===== config.mk =====
export PLATFORM = sky130hd
export DESIGN_NAME = reg_wb_ctrl
export DESIGN_NICKNAME = d
export VERILOG_FILES = /design/src/rtl/wb_pkg.sv /design/src/rtl/wb_sync_fifo.sv /design/src/rtl/reg_wb_ctrl.sv
export SDC_FILE = /design/constraint.sdc
export NUM_CORES = 1
export LEC_CHECK = 0
export CAP_MARGIN = 15
export CORE_MARGIN = 1
export CORE_UTILIZATION = 54
export DETAILED_ROUTE_END_ITERATION = 10
export GPL_TIMING_DRIVEN = 1
export HOLD_SLACK_MARGIN = 0.12
export PLACE_DENSITY = 0.92
export SLEW_MARGIN = 20
export SYNTH_ARGS = -nofsm -noshare
export SYNTH_HDL_FRONTEND = slang
export SYNTH_SLANG_ARGS = --single-unit

===== constraint.sdc =====
create_clock -name clk -period 4.1 [get_ports clk]
set_input_delay 0.82 -clock clk [delete_from_list [all_inputs] [get_ports clk]]
set_output_delay 0.82 -clock clk [all_outputs]
set_load 0.1 [all_outputs]

===== src/rtl/wb_pkg.sv =====
// Shared widths, default queue depths and the write-port entry type for the writeback controller.
package wb_pkg;
  localparam int RA_W            = 5;
  localparam int DATA_W          = 32;
  localparam int WBUF_DEPTH_DFLT = 2;
  localparam int LDQ_DEPTH_DFLT  = 4;

  typedef struct packed {
    logic [RA_W-1:0]   rd;
    logic [DATA_W-1:0] data;
  } wr_ent_t;
endpackage


===== src/rtl/wb_sync_fifo.sv =====
// Generic synchronous FIFO with registered storage; pop_dat shows the head combinationally.
// A push is taken when full only if a pop happens in the same cycle; pop on empty is ignored.
module wb_sync_fifo #(
  parameter int WIDTH = 8,
  parameter int DEPTH = 2
) (
  input  logic             clk,
  input  logic             rst_n,
  input  logic             push,
  input  logic [WIDTH-1:0] push_dat,
  input  logic             pop,
  output logic [WIDTH-1:0] pop_dat,
  output logic             full,
  output logic             empty
);
  localparam int AW = (DEPTH > 1) ? $clog2(DEPTH) : 1;
  localparam int CW = $clog2(DEPTH + 1);

  logic [WIDTH-1:0] mem [DEPTH];
  logic [AW-1:0]    wr_ptr;
  logic [AW-1:0]    rd_ptr;
  logic [CW-1:0]    count;
  logic             do_push;
  logic             do_pop;

  function automatic logic [AW-1:0] ptr_inc(input logic [AW-1:0] p);
    return (p == AW'(DEPTH - 1)) ? '0 : p + 1'b1;
  endfunction

  assign do_pop  = pop && !empty;
  assign do_push = push && (!full || do_pop);

  always_ff @(posedge clk) begin
    if (!rst_n) begin
      wr_ptr <= '0;
      rd_ptr <= '0;
      count  <= '0;
    end else begin
      if (do_push) wr_ptr <= ptr_inc(wr_ptr);
      if (do_pop)  rd_ptr <= ptr_inc(rd_ptr);
      case ({do_push, do_pop})
        2'b10:   count <= count + 1'b1;
        2'b01:   count <= count - 1'b1;
        default: count <= count;
      endcase
    end
  end

  always_ff @(posedge clk) begin
    if (do_push) mem[wr_ptr] <= push_dat;
  end

  assign pop_dat = mem[rd_ptr];
  assign full    = (count == CW'(DEPTH));
  assign empty   = (count == '0);
endmodule


===== src/rtl/reg_wb_ctrl.sv =====
// Writeback controller: ALU write buffer and in-order load queue share one registered RF write port.
// ALU->we 2 cycles, load response->we 1 cycle; readys drop when full unless popping. WB_BYPASS_EN adds bypass outputs.
module reg_wb_ctrl
  import wb_pkg::*;
#(
  parameter int WBUF_DEPTH = WBUF_DEPTH_DFLT,
  parameter int LDQ_DEPTH  = LDQ_DEPTH_DFLT
) (
  input  logic              clk,
  input  logic              rst_n,
  input  logic              alu_valid,
  input  logic [RA_W-1:0]   alu_rd,
  input  logic [DATA_W-1:0] alu_data,
  output logic              alu_ready,
  input  logic              ld_issue,
  input  logic [RA_W-1:0]   ld_rd,
  output logic              ld_ready,
  input  logic              ld_resp_valid,
  input  logic [DATA_W-1:0] ld_resp_data,
  input  logic [RA_W-1:0]   ra1,
  input  logic [RA_W-1:0]   ra2,
  output logic              hazard1,
  output logic              hazard2,
  output logic              we,
  output logic [RA_W-1:0]   wa,
  output logic [DATA_W-1:0] wd,
  output logic              err
`ifdef WB_BYPASS_EN
  ,
  output logic              byp1_valid,
  output logic [DATA_W-1:0] byp1_data,
  output logic              byp2_valid,
  output logic [DATA_W-1:0] byp2_data
`endif
);
  logic [2**RA_W-1:0] busy;
  logic [2**RA_W-1:0] busy_nxt;
  wr_ent_t            wb_head;
  wr_ent_t            alu_ent;
  wr_ent_t            sel;
  logic [RA_W-1:0]    lq_head;
  logic               wb_full, wb_empty, lq_full, lq_empty;
  logic               wb_push, wb_pop, ld_pop, ld_acc, sel_vld;

  // Load responses own the write port; the buffer drains only in cycles without one.
  assign ld_pop    = ld_resp_valid && !lq_empty;
  assign wb_pop    = !wb_empty && !ld_pop;
  assign sel_vld   = ld_pop || wb_pop;
  assign alu_ready = !wb_full || wb_pop;
  assign wb_push   = alu_valid && alu_ready && (alu_rd != '0);
  assign ld_ready  = (!lq_full || ld_pop) && !((ld_rd != '0) && busy[ld_rd]);
  assign ld_acc    = ld_issue && ld_ready;
  assign alu_ent   = '{rd: alu_rd, data: alu_data};

  wb_sync_fifo #(.WIDTH($bits(wr_ent_t)), .DEPTH(WBUF_DEPTH)) u_wbuf (
    .clk      (clk),
    .rst_n    (rst_n),
    .push     (wb_push),
    .push_dat (alu_ent),
    .pop      (wb_pop),
    .pop_dat  (wb_head),
    .full     (wb_full),
    .empty    (wb_empty)
  );

  wb_sync_fifo #(.WIDTH(RA_W), .DEPTH(LDQ_DEPTH)) u_ldq (
    .clk      (clk),
    .rst_n    (rst_n),
    .push     (ld_acc),
    .push_dat (ld_rd),
    .pop      (ld_pop),
    .pop_dat  (lq_head),
    .full     (lq_full),
    .empty    (lq_empty)
  );

  always_comb begin
    sel = wb_head;
    if (ld_pop) sel = '{rd: lq_head, data: ld_resp_data};
  end

  always_comb begin
    busy_nxt = busy;
    if (ld_pop && (lq_head != '0)) busy_nxt[lq_head] = 1'b0;
    if (ld_acc && (ld_rd != '0))   busy_nxt[ld_rd]   = 1'b1;
  end

  always_ff @(posedge clk) begin
    if (!rst_n) begin
      we   <= 1'b0;
      wa   <= '0;
      wd   <= '0;
      err  <= 1'b0;
      busy <= '0;
    end else begin
      we   <= sel_vld && (sel.rd != '0);
      busy <= busy_nxt;
      if (sel_vld && (sel.rd != '0)) begin
        wa <= sel.rd;
        wd <= sel.data;
      end
      if (ld_resp_valid && lq_empty) err <= 1'b1;
    end
  end

  assign hazard1 = busy[ra1] && (ra1 != '0);
  assign hazard2 = busy[ra2] && (ra2 != '0);

`ifdef WB_BYPASS_EN
  // Copy of the most recent buffer push; it is the newest entry whenever the buffer is non-empty.
  wr_ent_t wb_last;

  always_ff @(posedge clk) begin
    if (!rst_n)       wb_last <= '0;
    else if (wb_push) wb_last <= alu_ent;
  end

  always_comb begin
    byp1_valid = 1'b0;
    byp1_data  = '0;
    byp2_valid = 1'b0;
    byp2_data  = '0;
    if (ra1 != '0) begin
      if (!wb_empty && (wb_last.rd == ra1)) begin
        byp1_valid = 1'b1;
        byp1_data  = wb_last.data;
      end else if (we && (wa == ra1)) begin
        byp1_valid = 1'b1;
        byp1_data  = wd;
      end
    end
    if (ra2 != '0) begin
      if (!wb_empty && (wb_last.rd == ra2)) begin
        byp2_valid = 1'b1;
        byp2_data  = wb_last.data;
      end else if (we && (wa == ra2)) begin
        byp2_valid = 1'b1;
        byp2_data  = wd;
      end
    end
  end
`endif
endmodule


# Word level (Yosys, flattened, before mapping)
# Memory sizes are Yosys's and may differ from the RTL's. A register that Yosys moved wholly into a read port is not among the register bits.
# Index checks and enable logic that the tools add are counted.
[word_totals]
regBits = 82
mem_bits_rw = 94
inputBits = 89
output_inout_bits = 43
elab_cells = 105
mem_count = 2
[op_classes]
addsub = 8
order_cmp = 6
eq_ne = 8
mux = 27
bitwise = 3
reduce_logical = 40
[mem_list]
columns = ["name", "depth", "width", "read_ports", "rd_clocked_by_memory_dff", "write_ports", "line", "text"]
rows = [
  ["u_wbuf.mem", 2, 37, 1, 1, 1, "wb_sync_fifo.sv:19", "logic [WIDTH-1:0] mem [DEPTH];"],
  ["u_ldq.mem", 4, 5, 1, 1, 1, "wb_sync_fifo.sv:19", ""],
]
[ops]
columns = ["cell", "n"]
rows = [
  ["two-way mux 32 bit", 2],
  ["two-way mux 37 bit", 1],
  ["bitwise AND 32 bit", 1],
  ["NOT 32 bit", 1],
  ["OR 32 bit", 1],
  ["nonzero test 5 bit", 6],
  ["< comparator 5 x 6 -> 1 bit, second input constant", 4],
  ["logical AND 1 bit", 19],
  ["binary-select mux 1 bit (select 5 bit)", 3],
  ["two-way mux 1 bit", 13],
  ["demux 1 bit (select 5 bit)", 2],
  ["== test 2 bit, second input constant", 5],
  [">= comparator 5 x 1 -> 1 bit, second input constant", 2],
  ["two-way mux 2 bit", 4],
  ["adder 2 x 1 -> 2 bit, second input constant", 3],
  ["logical NOT 1 bit", 6],
  ["case mux 3 bit (2 select lines)", 1],
  ["logical OR 1 bit", 5],
  ["== test 2 x 1 -> 1 bit, second input constant", 2],
  ["case mux 2 bit (2 select lines)", 1],
  ["nonzero test 2 bit", 2],
  ["adder 3 x 1 -> 3 bit, second input constant", 1],
  ["== test 3 bit, second input constant", 1],
  ["logical NOT 3 bit", 1],
  ["other kinds (4)", 5],
]

# Longest topological paths before layout
# Gate-level depths: netlist of run 1.
[logic_depth]
ltp_word = 11
ltp_mapped = 13

# Hierarchy
# From an unflattened synthesis of run 1, not the netlist that was laid out.
[hier_totals]
cells_unflattened = 715
hier_area_um2 = 8539.4
[by_module_without_submodules]
columns = ["mod", "n_inst", "cells_each", "area_per_inst_um2"]
rows = [
  ["reg_wb_ctrl", 1, 478, 4159.0],
  ["wb_sync_fifo (u_wbuf)", 1, 145, 3045.4],
  ["wb_sync_fifo (u_ldq)", 1, 92, 1335.0],
]

# Worst setup path after synthesis of run 1
# No wires, ideal clock.
[synth_path]
path_kind = "input to register"
from = "input port ld_resp_valid"
to = "memory u_wbuf.mem[0][0] (netlist name) (enable)"
setup_time_ns = 0.433
t_arrival_ns = 4.099
required_ns = 3.667
slack_ns = -0.432
cell_stages = 6
cell_sequence = "o31ai_4 buf_2 clkinv_1 nand3b_1 o211ai_1 nor2_1"
[synth_between]
elab_chain_len = 9
elab_cells_between_ends = 11
classes_between = "mux: 2; reduce/logical: 9"
[synth_lines]
columns = ["element", "line", "text"]
rows = [
  ["start: declaration", "reg_wb_ctrl.sv:18", "input logic ld_resp_valid,"],
  ["logical AND 1 bit", "reg_wb_ctrl.sv:46", "assign ld_pop = ld_resp_valid && !lq_empty;"],
  ["logical NOT 1 bit", "reg_wb_ctrl.sv:47", "assign wb_pop = !wb_empty && !ld_pop;"],
  ["logical AND 1 bit", "reg_wb_ctrl.sv:47", ""],
  ["logical OR 1 bit", "reg_wb_ctrl.sv:49", "assign alu_ready = !wb_full || wb_pop;"],
  ["via alu_ready", "reg_wb_ctrl.sv:14", "output logic alu_ready,"],
  ["logical AND 1 bit (2 in a row)", "reg_wb_ctrl.sv:50", "assign wb_push = alu_valid && alu_ready && (alu_rd != '0);"],
  ["logical AND 1 bit", "wb_sync_fifo.sv:31", "assign do_push = push && (!full || do_pop);"],
  ["two-way mux 1 bit", "wb_sync_fifo.sv:50", "if (do_push) mem[wr_ptr] <= push_dat;"],
  ["two-way mux 1 bit (not written as such)", "wb_sync_fifo.sv:50", ""],
  ["end: declaration", "wb_sync_fifo.sv:19", ""],
]
# The timed path passes the listed nets, and every way through them passes these cells.

# Final worst setup path of run 1
[layout_path]
from = "input port ra2[1]"
to = "output port hazard2"
[layout_between]
elab_chain_len = 3
elab_cells_between_ends = 4
classes_between = "mux: 2; reduce/logical: 2"
[layout_lines]
columns = ["element", "line", "text"]
rows = [
  ["start: declaration", "reg_wb_ctrl.sv:21", "input logic [RA_W-1:0] ra2,"],
  ["binary-select mux 1 bit (select 5 bit)", "reg_wb_ctrl.sv:107", "assign hazard2 = busy[ra2] && (ra2 != '0);"],
  ["two-way mux 1 bit (not written as such)", "reg_wb_ctrl.sv:107", ""],
  ["logical AND 1 bit (*)", "reg_wb_ctrl.sv:107", ""],
  ["end: declaration", "reg_wb_ctrl.sv:23", "output logic hazard2,"],
]
# Every way passes the cells marked *; elsewhere a longest branch is shown, timed or not. The select of a mux whose other input is x is not followed.

==> results.tsv, run 1 <==
metric	value	unit
outcome	completed	
mapped cell area	8020	um^2
Fillers	995	
syn_nets	735	
R2R setup slack	1.11	ns
R2R Path Start	u_ldq.count[0]$_SDFFE_PN0P_	
Slew HR	30.3	%
Routed Antenna Nets	0	
Seq pwr share	32.5	%
Design Area, Final	10100	um^2
top-area cell type share of the netlist area	35.2	%
Period Utilization, post-route	93.2	%
Most used DFF post-synth	edfxtp_1	
Cells after Synth	638	
FFs w/ async S/R, synth	0	%
fmax	262	MHz
clk buf depth	2	
cts bufs inserted	17	
GRT Overall Usage	27.3	%
CTS root buf	clkbuf_16	
pin count of the biggest net entering global routing	68	
clock network power share	22.2	%
Slew Limit Fails	0	
cell taking the most area after synthesis	edfxtp_1	
placed inst area	9550	um^2
Die Area	15300	um^2
Pint	4000	uW
syn avg cell area	12.6	um^2
row cnt	44	
Initial Util	55.2	%
Worst Tran Pin Value	1.04	ns
htree depth	4	
flops & latches, synth	179	
layout cells sized above 1	15.7	%
Clk Latency, worst-skew pair	0.43	ns
initial drt markers	481	
PD cells	713	nW/um^2
DRC	0	
initial antenna violation count	1	
worst hold path type	flop to flop	
Sw Ratio	44.7	%
Leakage	0.00350	uW
Data required, critical path	3.28	ns
Die Span X	124	um
max capacitance violation total	0	
CTS Sinks	179	
first-pass GRT wire length	30900	um
via count	5850	
Hold Crit Depth	2	
Crit Path Category	input pin to output pin	
Multi-input gate area	3300	um^2
Die H	124	um
CTS tree	done	
combinational power share	45.2	%
final clock skew	0.0105	ns
worst hold endpoint	wd[4]$_SDFFE_PN0P_	
total power	7230	uW
CTS Hold Bufs	0	
Synth area leaders	edfxtp_1 (35%), dfxtp_1 (21%), mux2i_1 (6.9%)	
EDFF count, synth	94	
Netlist cell types	49	
GPL Wtd Cong	0.945	
I/O pin cnt	132	
Nets	860	
yosys synthesis warning count	0	
min-delay src	wd[4]$_SDFFE_PN0P_	
area growth from synthesis to layout	26.6	%
Total Wirelength	19500	um
Detailed Place HPWL	13600	um
FF/Latch Area	4530	um^2
unrepaired setup endpoints after global routing	false	
Worst Setup End Kind	output pin	
vias in the first global route	6052	
RR Endpoint	u_wbuf.mem[1][25]$_DFFE_PP_	
R2R depth	6	
Buffers on Ports	131	
gr ovfl total	0	
final hold slack	0.460	ns
final setup vio count	0	
# resized after CTS	0	
WL per Instance	20.3	um
register area share after synthesis	56.4	%
Post-CTS Setup Bufs	0	
via/cell ratio	6.09	
core footprint	14500	um^2
P_sw	3240	uW
Critical Path AT	3.00	ns
CP max FO	9	
Hold Fails Final Rpt	0	
CP Launch Type	input pin	
post-layout minimum cycle time	3.82	ns
Setup Total Neg Slack	0	ns
Initial DRT Pass Iterations	7	
Reg clk slew, reported paths	0.07	ns
maximum VDD drop	0.521	mV
metrics by stage:
stage / util (%) / worst slack, ns / instances
6_report: 69.8 / 0.281 / 961
2_1_floorplan: - / -0.432 / 638
3_5_place_dp: 65.7 / 0.0133 / 928
5_1_grt: 69.8 / 0.123 / 961
4_1_cts: 69.8 / 0.274 / 960
3_3_place_gp: 65.7 / 0.184 / 928
power by group through the flow:
stage	Clock (uW)	Sequential (uW)	Combinational, uW
final	1610	2350	3270
after global routing	1700	2380	3450
after CTS	1620	2350	3280
after detailed placement	0	2390	3250
after global placement	0	2360	3150
after floorplan	0	3480	1390
how the worst max path moves through the flow:
stage               cells after the start          start                          end  slack [ns]
detailed placement                     13       ld_rd[3]  u_ldq.count[2]$_SDFFE_PN0P_        0.01
finish                                  7         ra2[1]                      hazard2        0.28
global placement                       13       ld_rd[3]  u_ldq.count[2]$_SDFFE_PN0P_        0.18
floorplan                               6  ld_resp_valid   u_wbuf.mem[0][0]$_DFFE_PP_       -0.43
CTS                                     7         ra2[1]                      hazard2        0.27
global route                            7       ld_rd[2]                     ld_ready        0.12
cell usage in the layout, fill, tap and decap left out, types with 17 or more instances in the layout:
cell / instances
edfxtp_1: 94
o211ai_1: 63
mux4_2: 19
clkbuf_16: 17
o21ai_0: 37
a21boi_2: 31
clkdlybuf4s50_1: 126
mux2i_1: 55
dfxtp_1: 84
nand2_1: 80
final cells by class:
| class | count | share of cell area, % |
|---|---|---|
| flip-flops and latches | 179 | 44.6 |
| multi-input cells | 414 | 32.5 |
| repair buffers | 143 | 14.4 |
| clock buffers | 17 | 4.19 |
| well taps | 184 | 2.27 |
| clock inverters | 15 | 1.69 |
| inverters | 8 | 0.296 |
| diodes | 1 | 0.0247 |
registers in the layout, indices dropped and copies added (netlist names), named ones only:
register,count
wa,5
u_ldq.rd_ptr,2
wd,32
u_wbuf.mem,74
u_ldq.count,3
u_wbuf.wr_ptr,1
u_ldq.mem,20
we,1
u_wbuf.count,2
busy,32
err,1
u_ldq.wr_ptr,2
u_wbuf.rd_ptr,1
cell families (layout without fill, tap and decap cells):
family                   Yosys count  count (layout)  synth area share, %
AO/OA/AOI/OAI                    159             159                 15.1
XOR/XNOR                           5               5                0.546
adder cells (fa/ha/maj)            8               8                 1.34
buffers and inverters             45             183                 2.61
flip-flops                       179             179                 56.4
multiplexers                      86              86                 14.6
other                              0               1                    0
AND/OR/NAND/NOR                  156             156                 9.32
worst max-delay path: stages:
cell and delay, ns:
clkdlybuf4s50_1 0.71, mux2_2 0.39, nand2_1 0.06, o21ai_0 0.09
mux4_2 0.45, mux2_2 0.29, buf_12 0.17
synth_stat cells, drive strengths merged (7+ instances only):
library cell,instances
mux4,23
mux2,8
nor2,18
dfxtp,85
inv,7
ha,7
nor2b,8
o21ai,38
nand2,85
edfxtp,94
a21oi,8
mux2i,55
buf,14
o211ai,63
a21boi,36
o22ai,7
and2,12
clkbuf,23
routing by layer:
layer	vias up	global-route usage (%)	routed length, um
met2	245	45.6	9960
met3	55	6.00	1080
met5	-	0	0
met1	2883	33.0	7830
li1	2667	-	-
met4	0	14.6	668
No activity file was read; power rests on OpenSTA's default activity.
==> inputs of run 2 (changes only) <==
Settings changed: CORE_ASPECT_RATIO from default to 1.5.
==> results.tsv, run 2 (synthesis gave the netlist of run 1 again) <==
metric	value	unit
Routed Antenna Nets	0	
PD cells	700	nW/um^2
Initial DRT Pass Iterations	5	
DRC	0	
unrepaired setup endpoints after global routing	false	
Total Wirelength	19700	um
R2R setup slack	1.07	ns
final setup vio count	0	
first-pass GRT wire length	30600	um
initial antenna violation count	0	
Critical Path Source	ld_rd[2]	
Leakage	0.00349	uW
Worst Tran Pin Value	1.05	ns
final clock skew	0.0115	ns
antenna cell count	0	
R2R depth	6	
Die Area	15300	um^2
Biggest register	u_wbuf.mem	
via/cell ratio	5.93	
pin count of the biggest net entering global routing	85	
Buffers on Ports	131	
Worst Setup End Kind	output pin	
CP Launch Type	input pin	
outcome	completed	
GRT Overall Usage	26.9	%
post-layout minimum cycle time	3.87	ns
Crit Path Category	input pin to output pin	
Hold Fails Final Rpt	0	
CP max FO	12	
area growth from synthesis to layout	26.5	%
DP Worst Slack	-0.00947	ns
Post-CTS Setup Bufs	0	
WL per Instance	20.2	um
clk buf depth	2	
maximum VDD drop	0.403	mV
CTS tree	done	
worst hold path type	flop to flop	
fmax	258	MHz
vias in the first global route	5935	
Period Utilization, post-route	94.5	%
setup ws final	0.225	ns
RR Endpoint	wd[27]$_SDFFE_PN0P_	
commonest cells after routing, fill and taps aside	clkdlybuf4s50_1 (126), edfxtp_1 (94), dfxtp_1 (84)	
I/O pin cnt	132	
CTS root buf	clkbuf_16	
initial drt markers	319	
Reg clk slew, reported paths	0.07	ns
Slew Limit Fails	0	
max FFs per register	74	
Critical Path AT	3.05	ns
biggest regs	u_wbuf.mem x74, busy x32, wd x32	
Util after Layout	69.8	%
via count	5773	
core footprint	14500	um^2
Slew HR	29.9	%
CTS Sinks	179	
# resized after CTS	0	
total power	7100	uW
cts bufs inserted	17	
Detailed Place HPWL	14000	um
Data required, critical path	3.28	ns
CTS Hold Bufs	0	
Nets	862	
max capacitance violation total	0	
Worst Setup EP	ld_ready	
gr ovfl total	0	
commonest non-fill, non-tap cell in the layout	clkdlybuf4s50_1	
row cnt	54	
htree depth	4	
GPL Wtd Cong	0.897	
Die Span X	101	um
Clk Latency, worst-skew pair	0.43	ns
Die H	151	um
Initial Util	55.2	%
layout cells sized above 1	15.9	%
[run 2: worst min-delay path by stage]
stage                        from                 end  slack, ns  cells past startpoint
2_1_floorplan  busy[0]$_SDFF_PN0_  busy[0]$_SDFF_PN0_       0.43                      1
3_3_place_gp   wd[4]$_SDFFE_PN0P_  wd[4]$_SDFFE_PN0P_       0.45                      2
3_5_place_dp   wd[7]$_SDFFE_PN0P_  wd[7]$_SDFFE_PN0P_       0.45                      2
4_1_cts        wd[7]$_SDFFE_PN0P_  wd[7]$_SDFFE_PN0P_       0.47                      2
5_1_grt        wd[7]$_SDFFE_PN0P_  wd[7]$_SDFFE_PN0P_       0.48                      2
6_report       wd[5]$_SDFFE_PN0P_  wd[5]$_SDFFE_PN0P_       0.46                      2
[run 2: metal layers]
layer | up-vias | track usage, % | share of wire, %
met5 | - | 0 | 0
met4 | 0 | 16.6 | 5.3
met3 | 68 | 5.49 | 5.9
met2 | 248 | 48.8 | 54
met1 | 2798 | 28.2 | 35
li1 | 2659 | - | -
[run 2: power breakdown]
part           internal (uW)  switching [uW]
clock network            808             731
registers               2170             194
logic                    925            2270
total                   3900            3200
[run 2: critical path, stage by stage]
cell             delay [ns]
clkdlybuf4s50_1        0.67
nand3b_1               0.27
o22ai_1                0.15
nor4_1                 0.47
o21bai_1               0.21
a21oi_2                0.25
buf_12                 0.20
[run 2: cell type report]
class | instances | area [um^2]
flip-flops and latches | 179 | 4530
fillers | 984 | 4390
multi-input cells | 414 | 3300
repair buffers | 145 | 1460
clock buffers | 18 | 429
well taps | 196 | 245
clock inverters | 14 | 141
inverters | 8 | 30.0
[run 2: metrics by stage]
stage	hold slack (ns)	TNS [ns]	instance area, um^2	std cells
6_report	0.459	0	10100	974
2_1_floorplan	0.429	-31.15	8020	638
5_1_grt	0.477	0	10100	974
3_5_place_dp	0.454	-0.00947	9570	942
4_1_cts	0.465	0	10100	974
3_3_place_gp	0.448	0	9570	942
